$ cat src/rtl/booth_mult_pkg.sv
// ============================================================================
//  Module      : booth_mult_pkg
//  Description : Shared types and helpers for the radix-4 Booth multiplier:
//                digit encoding, recoder and CSA tree sizing functions.
//  Revision    : 1.0 - initial release
// ============================================================================
`default_nettype none

package booth_mult_pkg;

    // One-hot magnitude with separate sign: {neg, two, one}
    typedef struct packed {
        logic neg;
        logic two;
        logic one;
    } booth_digit_t;

    localparam int DEFAULT_WIDTH = 8;
    localparam int NDIG          = DEFAULT_WIDTH / 2 + 1;
    localparam int PPW           = DEFAULT_WIDTH + 2;

    function automatic int ndig_of(input int width);
        return width / 2 + 1;
    endfunction

    function automatic int ppw_of(input int width);
        return width + 2;
    endfunction

    // Window is {b[2i+1], b[2i], b[2i-1]}; all-ones decodes to a plain zero
    // so a negated zero never reaches the tree.
    function automatic booth_digit_t booth_recode(input logic [2:0] win);
        booth_digit_t d;
        d = '0;
        case (win)
            3'b001, 3'b010: d.one = 1'b1;
            3'b011:         d.two = 1'b1;
            3'b100:         begin d.neg = 1'b1; d.two = 1'b1; end
            3'b101, 3'b110: begin d.neg = 1'b1; d.one = 1'b1; end
            default:        d = '0;
        endcase
        return d;
    endfunction

    function automatic int csa_rows_after(input int n);
        return 2 * (n / 3) + (n % 3);
    endfunction

    function automatic int csa_rows_at(input int n0, input int lvl);
        int n;
        n = n0;
        for (int k = 0; k < lvl; k++) n = csa_rows_after(n);
        return n;
    endfunction

    function automatic int csa_levels(input int n0);
        int n;
        int l;
        n = n0;
        l = 0;
        while (n > 2) begin
            n = csa_rows_after(n);
            l++;
        end
        return l;
    endfunction

endpackage

`default_nettype wire

$ cat src/rtl/booth_mult_pipe_pp_row.sv
// ============================================================================
//  Module      : booth_pp_row
//  Description : One Booth digit times the multiplicand -> signed PPW-bit row
//                (ones' complement when negative) plus its negate bit.
//  Revision    : 1.0 - initial release
// ============================================================================
`default_nettype none

module booth_pp_row
    import booth_mult_pkg::*;
#(
    parameter int WIDTH = 8
)(
    input  booth_digit_t       digit,
    input  logic [WIDTH-1:0]   a,
    input  logic               a_signed,
    output logic [WIDTH+1:0]   row,
    output logic               neg
);

    localparam int c_ppw = ppw_of(WIDTH);

    logic [c_ppw-1:0] w_a_ext;
    logic [c_ppw-1:0] w_mag;

    assign w_a_ext = {{2{a_signed & a[WIDTH-1]}}, a};

    always_comb begin
        w_mag = '0;
        if (digit.one)
            w_mag = w_a_ext;
        else if (digit.two)
            w_mag = {w_a_ext[c_ppw-2:0], 1'b0};
    end

    // The +1 of the two's complement is carried separately as the negate bit
    assign row = digit.neg ? ~w_mag : w_mag;
    assign neg = digit.neg;

endmodule

`default_nettype wire

$ cat src/rtl/booth_mult_pipe.sv
// ============================================================================
//  Module      : booth_mult_pipe
//  Description : Three-stage valid/ready radix-4 Booth multiplier,
//                WIDTH x WIDTH -> 2*WIDTH, per-beat signed/unsigned mode.
//                Define BOOTH_MULT_ACC_EN to add the in_c addend port.
//  Revision    : 1.0 - initial release
// ============================================================================
`default_nettype none

module booth_mult_pipe
    import booth_mult_pkg::*;
#(
    parameter int WIDTH = 8
)(
    input  logic                 clk,
    input  logic                 rst_n,
    input  logic                 in_valid,
    output logic                 in_ready,
    input  logic [WIDTH-1:0]     in_a,
    input  logic [WIDTH-1:0]     in_b,
    input  logic                 in_signed,
`ifdef BOOTH_MULT_ACC_EN
    input  logic [2*WIDTH-1:0]   in_c,
`endif
    output logic                 out_valid,
    input  logic                 out_ready,
    output logic [2*WIDTH-1:0]   out_p
);

    localparam int c_pw   = 2 * WIDTH;
    localparam int c_ndig = ndig_of(WIDTH);
    localparam int c_ppw  = ppw_of(WIDTH);
`ifdef BOOTH_MULT_ACC_EN
    localparam int c_nrows = c_ndig + 3;
`else
    localparam int c_nrows = c_ndig + 2;
`endif
    localparam int c_nlev = csa_levels(c_nrows);

    if (WIDTH < 4 || WIDTH > 32 || (WIDTH % 2) != 0) begin : g_bad_width
        $error("booth_mult_pipe: WIDTH must be even and within 4..32");
    end

    // Each row enters as {~s, low bits}; the -2^(PPW-1) owed per row is
    // folded into this single constant row.
    function automatic logic [c_pw-1:0] sign_corr(input int ndig);
        logic [c_pw-1:0] acc;
        logic [c_pw-1:0] one;
        acc = '0;
        one = {{(c_pw-1){1'b0}}, 1'b1};
        for (int i = 0; i < ndig; i++)
            acc = acc - (one << (c_ppw - 1 + 2 * i));
        return acc;
    endfunction

    localparam logic [c_pw-1:0] c_sign_corr = sign_corr(c_ndig);

    logic w_ld1, w_ld2, w_ld3;

    logic                r_v1, r_v2, r_v3;
    logic [WIDTH-1:0]    r_a1, r_b1;
    logic                r_sgn1;
`ifdef BOOTH_MULT_ACC_EN
    logic [c_pw-1:0]     r_c1;
`endif
    logic [c_pw-1:0]     r_sum2, r_cry2;
    logic [c_pw-1:0]     r_p3;

    assign w_ld3    = ~r_v3 | out_ready;
    assign w_ld2    = ~r_v2 | w_ld3;
    assign w_ld1    = ~r_v1 | w_ld2;
    assign in_ready = w_ld1;

    always_ff @(posedge clk or negedge rst_n) begin
        if (!rst_n) begin
            r_v1 <= 1'b0;
            r_v2 <= 1'b0;
            r_v3 <= 1'b0;
        end else begin
            if (w_ld1) r_v1 <= in_valid;
            if (w_ld2) r_v2 <= r_v1;
            if (w_ld3) r_v3 <= r_v2;
        end
    end

    always_ff @(posedge clk) begin
        if (w_ld1 && in_valid) begin
            r_a1   <= in_a;
            r_b1   <= in_b;
            r_sgn1 <= in_signed;
`ifdef BOOTH_MULT_ACC_EN
            r_c1   <= in_c;
`endif
        end
    end

    // ---------------- S2: recode, partial products, CSA tree -------------
    logic [WIDTH+2:0]   w_b_win;
    logic [c_ppw-1:0]   w_pp [c_ndig];
    logic [c_ndig-1:0]  w_neg;
    logic [c_pw-1:0]    w_rows [c_nrows];
    logic [c_pw-1:0]    w_negrow;
    logic [c_pw-1:0]    w_lvl [c_nlev+1][c_nrows];

    assign w_b_win = {{2{r_sgn1 & r_b1[WIDTH-1]}}, r_b1, 1'b0};

    for (genvar i = 0; i < c_ndig; i++) begin : g_digit
        booth_digit_t w_dig;
        assign w_dig = booth_recode(w_b_win[2*i+2 -: 3]);

        booth_pp_row #(.WIDTH(WIDTH)) u_pp_row (
            .digit    (w_dig),
            .a        (r_a1),
            .a_signed (r_sgn1),
            .row      (w_pp[i]),
            .neg      (w_neg[i])
        );
    end

    always_comb begin
        w_negrow = '0;
        for (int i = 0; i < c_nrows; i++) w_rows[i] = '0;
        for (int i = 0; i < c_ndig; i++) begin
            w_rows[i] = {{(c_pw-c_ppw){1'b0}}, ~w_pp[i][c_ppw-1], w_pp[i][c_ppw-2:0]} << (2 * i);
            w_negrow[2*i] = w_neg[i];
        end
        w_rows[c_ndig]     = w_negrow;
        w_rows[c_ndig + 1] = c_sign_corr;
`ifdef BOOTH_MULT_ACC_EN
        w_rows[c_ndig + 2] = r_c1;
`endif
    end

    for (genvar r = 0; r < c_nrows; r++) begin : g_lvl0
        assign w_lvl[0][r] = w_rows[r];
    end

    // Wallace-style reduction: each level packs rows in groups of three
    for (genvar l = 0; l < c_nlev; l++) begin : g_lvl
        localparam int c_n  = csa_rows_at(c_nrows, l);
        localparam int c_g  = c_n / 3;
        localparam int c_nn = csa_rows_after(c_n);

        for (genvar g = 0; g < c_g; g++) begin : g_csa
            logic [c_pw-1:0] w_x, w_y, w_z;
            assign w_x = w_lvl[l][3*g];
            assign w_y = w_lvl[l][3*g+1];
            assign w_z = w_lvl[l][3*g+2];
            assign w_lvl[l+1][2*g]   = w_x ^ w_y ^ w_z;
            assign w_lvl[l+1][2*g+1] = {(w_x[c_pw-2:0] & w_y[c_pw-2:0]) |
                                        (w_x[c_pw-2:0] & w_z[c_pw-2:0]) |
                                        (w_y[c_pw-2:0] & w_z[c_pw-2:0]), 1'b0};
        end

        for (genvar r = 0; r < c_n % 3; r++) begin : g_pass
            assign w_lvl[l+1][2*c_g+r] = w_lvl[l][3*c_g+r];
        end

        for (genvar r = c_nn; r < c_nrows; r++) begin : g_zero
            assign w_lvl[l+1][r] = '0;
        end
    end

    always_ff @(posedge clk) begin
        if (w_ld2 && r_v1) begin
            r_sum2 <= w_lvl[c_nlev][0];
            r_cry2 <= w_lvl[c_nlev][1];
        end
    end

    // ---------------- S3: carry-propagate add ----------------------------
    always_ff @(posedge clk) begin
        if (w_ld3 && r_v2)
            r_p3 <= r_sum2 + r_cry2;
    end

    assign out_valid = r_v3;
    assign out_p     = r_p3;

endmodule

`default_nettype wire

$ cat config.mk
export PLATFORM = sky130hd
export DESIGN_NAME = booth_mult_pipe
export DESIGN_NICKNAME = d
export VERILOG_FILES = /design/src/rtl/booth_mult_pkg.sv /design/src/rtl/booth_mult_pipe_pp_row.sv /design/src/rtl/booth_mult_pipe.sv
export SDC_FILE = /design/constraint.sdc
export NUM_CORES = 1
export LEC_CHECK = 0
export CAP_MARGIN = 30
export CELL_PAD_IN_SITES_DETAIL_PLACEMENT = 1
export CELL_PAD_IN_SITES_GLOBAL_PLACEMENT = 2
export CORE_MARGIN = 3
export CORE_UTILIZATION = 35
export CTS_CLUSTER_DIAMETER = 150
export DETAILED_ROUTE_END_ITERATION = 8
export GPL_TIMING_DRIVEN = 0
export HOLD_SLACK_MARGIN = 0.12
export PLACE_DENSITY_LB_ADDON = 0.1
export RECOVER_POWER = 100
export SLEW_MARGIN = 40
export SYNTH_ARGS = -nofsm -noshare
export SYNTH_HDL_FRONTEND = slang
export SYNTH_HIERARCHICAL = 1
export SYNTH_SLANG_ARGS = --single-unit
$ cat constraint.sdc
create_clock -name clk -period 7.02 [get_ports clk]
set_clock_uncertainty 0.1 [all_clocks]
set_input_delay 1.404 -clock clk [delete_from_list [all_inputs] [get_ports clk]]
set_output_delay 1.404 -clock clk [all_outputs]
set_load 0.02 [all_outputs]
==> results of run 1 <==
[cell usage in the layout, fill, tap and decap left out, types with 7 or more instances in the layout]
cell and n:
ha_1 46, nand2_1 16, xnor2_1 57, nor3_1 7, dlygate4sd3_1 37, clkbuf_1 7, a22oi_2 31, buf_6 9
clkbuf_16 9, edfxtp_1 61, inv_1 63, nor2_1 8, fa_1 22, nor2b_1 10
[worst paths after layout]
path                       slack [ns]  startpoint         to  cells after the start
setup / recovery                 2.58   out_ready   in_ready                      4
hold / removal                   0.32   r_sum2[1]   out_p[1]                      0
setup reg to reg                 2.97     r_b1[1]  r_sum2[7]                     15
hold reg to reg                  0.32   r_sum2[1]   out_p[1]                      0
max in group asynchronous        5.45       rst_n       r_v2                      1
min in group asynchronous        1.22       rst_n       r_v1                      1
[routing by layer]
layer	global-route usage [%]	vias to the layer above	part of all wire, %
met5	0	-	0
met4	5.49	0	1.9
met3	2.93	15	2.8
met2	23.0	36	49
met1	16.7	1559	46
li1	-	1570	-
[registers in the layout, summed over array words and instances (netlist names)]
name,cells
out_valid,1
r_a1,8
r_v2,1
r_sgn1,1
out_p,16
r_v1,1
r_cry2,12
r_sum2,16
r_b1,8
[power breakdown]
| part | switching, W | internal, W | total, W |
|---|---|---|---|
| sequential | 0.0000493 | 0.000634 | 0.000683 |
| combinational | 0.000647 | 0.000523 | 0.00117 |
| clock | 0.000169 | 0.000284 | 0.000452 |
| total | 0.000865 | 0.00144 | 0.00231 |
[worst max-delay path: cells and delay by family]
family / cells / cell delay, ns
buf+inv: 2 / 1.23
simple gates: 2 / 0.30
[metrics by stage]
stage | std cells | instance area [sq um]
5_1_grt | 664 | 5920
2_1_floorplan | 430 | 5070
6_report | 664 | 5920
3_5_place_dp | 648 | 5680
3_3_place_gp | 648 | 5680
4_1_cts | 664 | 5980
[area by class of cell]
| cell class | instances | area [sq um] |
|---|---|---|
| inverters | 63 | 236 |
| plain buffers | 24 | 181 |
| clock buffers | 11 | 243 |
| flip-flops and latches | 64 | 1910 |
| multi-input cells | 279 | 2690 |
| clock inverters | 5 | 56.3 |
| well taps | 180 | 225 |
| fillers | 1506 | 8130 |
| repair buffers | 38 | 380 |
==> run metrics, run 1 <==
RSZ-0062 raised after global routing=false; Top Ports=39; # Post-CTS Setup Buffers=0; CP Data Required Time=5.52 ns; clock slew at the register clock pins of the worst setup and hold paths=0.05 ns; Hold Vio Cnt, Final=0; Util after Layout=42.1%; Hold Buf Count CTS=0; Hold WC Path Type=register to register; Netlist Area Pre-Place=5060 sq um; crit path kind=input port to output port; initial antenna violation count=0; count of antenna-violating nets left after detailed routing=0; num rows=43; share of layout cells above drive strength 1=15.5%; failing checks=capacitance limit, slew limit; Core Box Area=14000 sq um; slowest stage delay, CP=0.67 ns; # Max-Cap Violations=1; status=complete, but fails checks; Port-buffer cells=38; setup TNS=0 ns; GP Congestion=0.792; die area=15900 sq um; fin crit share=63.2%; Final setup viols=0; All-Layer GR Usage=13.5%; drt initial violations=113; first-pass GRT wire length=17.0 mm; crit path cell chain=dlygate4sd3_1, nor2b_1, nand3_1, dlygate4sd3_1; CTS tree=done; nets=568; hold_ws=0.317 ns; slowest CP cell=dlygate4sd3_1; clock root cell=clkbuf_16; Initial DRT Pass Iterations=5; clock buffer count from CTS=9; vias=3180; DRC=0; Static Leak=2.35 nW; Max FO, Critical Path=3; area grow syn2layout=16.8%; Top cell by count, worst path=dlygate4sd3_1; # diodes=0; placed wire-length estimate=7.51 mm; maximum number of pins on one net before global-route repair=29; crit path launch type=input port; dpl ws=2.80 ns; Mapped Cells=428; Tightest Pin Transition=1.83 ns; WL/cell=14.8 microns; CTS resizes=0; vias in the first global route=3418; DRT Wirelength=9.84 mm; Final Critical Period=4.44 ns; VDD IR max=0.127 mV; via density per instance=4.79; GR Overflow Total=0; syn_area_per_cell=11.8 sq um; clk sinks=64; fmax=225 MHz; power density over cell area=390 nW/um^2; Slew HR=-21.8%; clk buf depth=2; critical path data arrival time=2.93 ns; setup slack after layout=2.58 ns; H-Tree Depth=3; max-slew violation count=29; Setup crit end kind=output port; Die X=126 microns; initial core utilization=36.1%; die height=126 microns; clock latency on the worst-skew pair=0.34 ns; Pwr Total=0.00231 W; synth warn=6
(Power assumes the default switching activity.)
==> run 2, diff against run 1 <==
- clock period: 7.02 -> 4 ns (I/O delays scaled with it)
==> run 2 against run 1 <==
Compared with the run above: the flow still finishes with violations (capacitance limit, slew limit); routed wire length about the same; combinational power is 76% higher; non-clock buffer count unchanged; setup slack worse by 2.3 ns; sequential share of layout area is 0.088 points lower; die area did not move; first-iteration DRC count is 9.7% lower; design area rose by 0.28%; final cell count unchanged; core utilization rose by 0.12 points; hold slack is the same; critical path type is now register to register.
==> run metrics, run 2 (synthesis gave the netlist of run 1 again) <==
Initial DRT Pass Iterations=5 (unchanged); die height=126 microns (unchanged); via density per instance=4.82 (+0.72%); initial antenna violation count=0 (unchanged); first-pass GRT wire length=17.0 mm (unchanged); vias=3203 (+0.72%); Max FO, Critical Path=8 (+5); Hold WC Path Type=register to register; # Post-CTS Setup Buffers=0 (unchanged); Final Critical Period=3.74 ns; max-slew violation count=29 (unchanged); clk sinks=64 (unchanged); dpl ws=0.202 ns (-2.60 ns); crit path launch type=register; post-route insts no fill=664 (unchanged); clock buffer count from CTS=9 (unchanged); # Max-Cap Violations=1 (unchanged); Static Leak=2.36 nW (+0.54%); WL/cell=14.8 microns (about the same); power density over cell area=683 nW/um^2 (+75%); GR Overflow Total=0 (unchanged); VDD IR max=0.223 mV (+75%); nets=568 (unchanged); clock slew at the register clock pins of the worst setup and hold paths=0.05 ns (about the same); setup slack after layout=0.261 ns (-2.32 ns); area grow syn2layout=17.1%; Pwr Total=0.00405 W (+76%); Final setup viols=0 (unchanged); Slew HR=-21.8% (about the same); Setup crit end kind=register; clock root cell=clkbuf_16; share of layout cells above drive strength 1=16.1% (+0.62 points); Port-buffer cells=38 (unchanged); vias in the first global route=3418 (unchanged); Design Area, Final=5930 sq um (+0.28%); drt initial violations=102 (-9.7%); CTS tree=done; num rows=43 (unchanged); die area=15900 sq um (unchanged); Top Ports=39 (unchanged); Core Box Area=14000 sq um (unchanged); Die X=126 microns (unchanged); clk buf depth=2 (unchanged); DRT Wirelength=9.84 mm (about the same); fmax=267 MHz; setup TNS=0 ns (unchanged); CP Data Required Time=4.00 ns (-1.52 ns); initial core utilization=36.1% (unchanged); fin crit share=93.5%; count of antenna-violating nets left after detailed routing=0 (unchanged); # diodes=0 (unchanged); clock latency on the worst-skew pair=0.34 ns (about the same); most frequent cells in the layout=inv_1 (63), edfxtp_1 (61), xnor2_1 (57), ha_1 (46), dlygate4sd3_1 (37); crit path kind=register to register; Placed Cells=648 (unchanged); RSZ-0062 raised after global routing=false; Hold Vio Cnt, Final=0 (unchanged); failing checks=capacitance limit, slew limit; GP Congestion=0.792 (unchanged); maximum number of pins on one net before global-route repair=29 (unchanged); placed cell areas=5680 sq um (unchanged); critical path data arrival time=3.73 ns (+0.80 ns); commonest non-fill, non-tap cell in the layout=inv_1; All-Layer GR Usage=13.5% (unchanged); Tightest Pin Transition=1.83 ns (+0.0000919 ns); status=complete, but fails checks; DRC=0 (unchanged); H-Tree Depth=3 (unchanged); placed wire-length estimate=7.51 mm (unchanged)
run 2: cell count changes in the layout (fill, tap and decap cells not counted), sizes merged:
cell,before,now
buf,18,21
clkbuf,17,14
run 2: final timing paths:
path                           start        end  slack (ns)  depth (start not counted)
max in group asynchronous      rst_n       r_v2        3.03                          1
min reg2reg                r_sum2[1]   out_p[1]        0.32                          0
min in group asynchronous      rst_n       r_v1        0.62                          1
min                        r_sum2[1]   out_p[1]        0.32                          0
max reg2reg                  r_b1[1]  r_sum2[9]        0.26                         15
max                          r_b1[1]  r_sum2[9]        0.26                         15
run 2: repair_timing:
action                     CTS  global route
gates resized for setup      0             1
hold buffers                 0             0
setup endpoints to repair    0             1
run 2: cell type report:
type | count | area (sq um)
fill | 1508 | 8110
multi-input combinational | 279 | 2690
sequential | 64 | 1910
timing repair buffer | 38 | 380
clock buffer | 11 | 243
inverter | 63 | 236
tap | 180 | 225
buffer | 24 | 198
clock inverter | 5 | 56.3
run 2: metal layers:
layer,wire length [microns],vias to the layer above,global-route usage [%]
li1,-,1570,-
met1,4490,1580,16.7
met2,4880,38,23.0
met3,283,15,2.93
met4,186,0,5.49
met5,0,-,0
run 2: through the flow:
step	utilization, %	hold slack [ns]
after global routing	42.2	0.321
after CTS	42.6	0.320
final	42.2	0.317
after global placement	40.4	0.304
after floorplan	-	0.300
after detailed placement	40.4	0.306
run 2: report_power, final:
part / total [W] / leakage [nW] / internal, W / switching [W]
Sequential: 0.00120 / 0.622 / 0.00111 / 0.0000865
Combinational: 0.00206 / 1.59 / 0.000921 / 0.00113
Clock: 0.000794 / 0.145 / 0.000498 / 0.000296
run 2: critical path: stages, from the launching register on:
cell,delay (ns)
edfxtp_1,0.46
nor2_1,0.12
nand2_1,0.06
o21ai_1,0.11
nor2b_1,0.19
buf_6,0.17
a22oi_2,0.07
xnor2_1,0.18
fa_1,0.52
inv_1,0.06
fa_1,0.53
inv_1,0.06
fa_1,0.52
inv_1,0.04
ha_1,0.26
inv_1,0.04
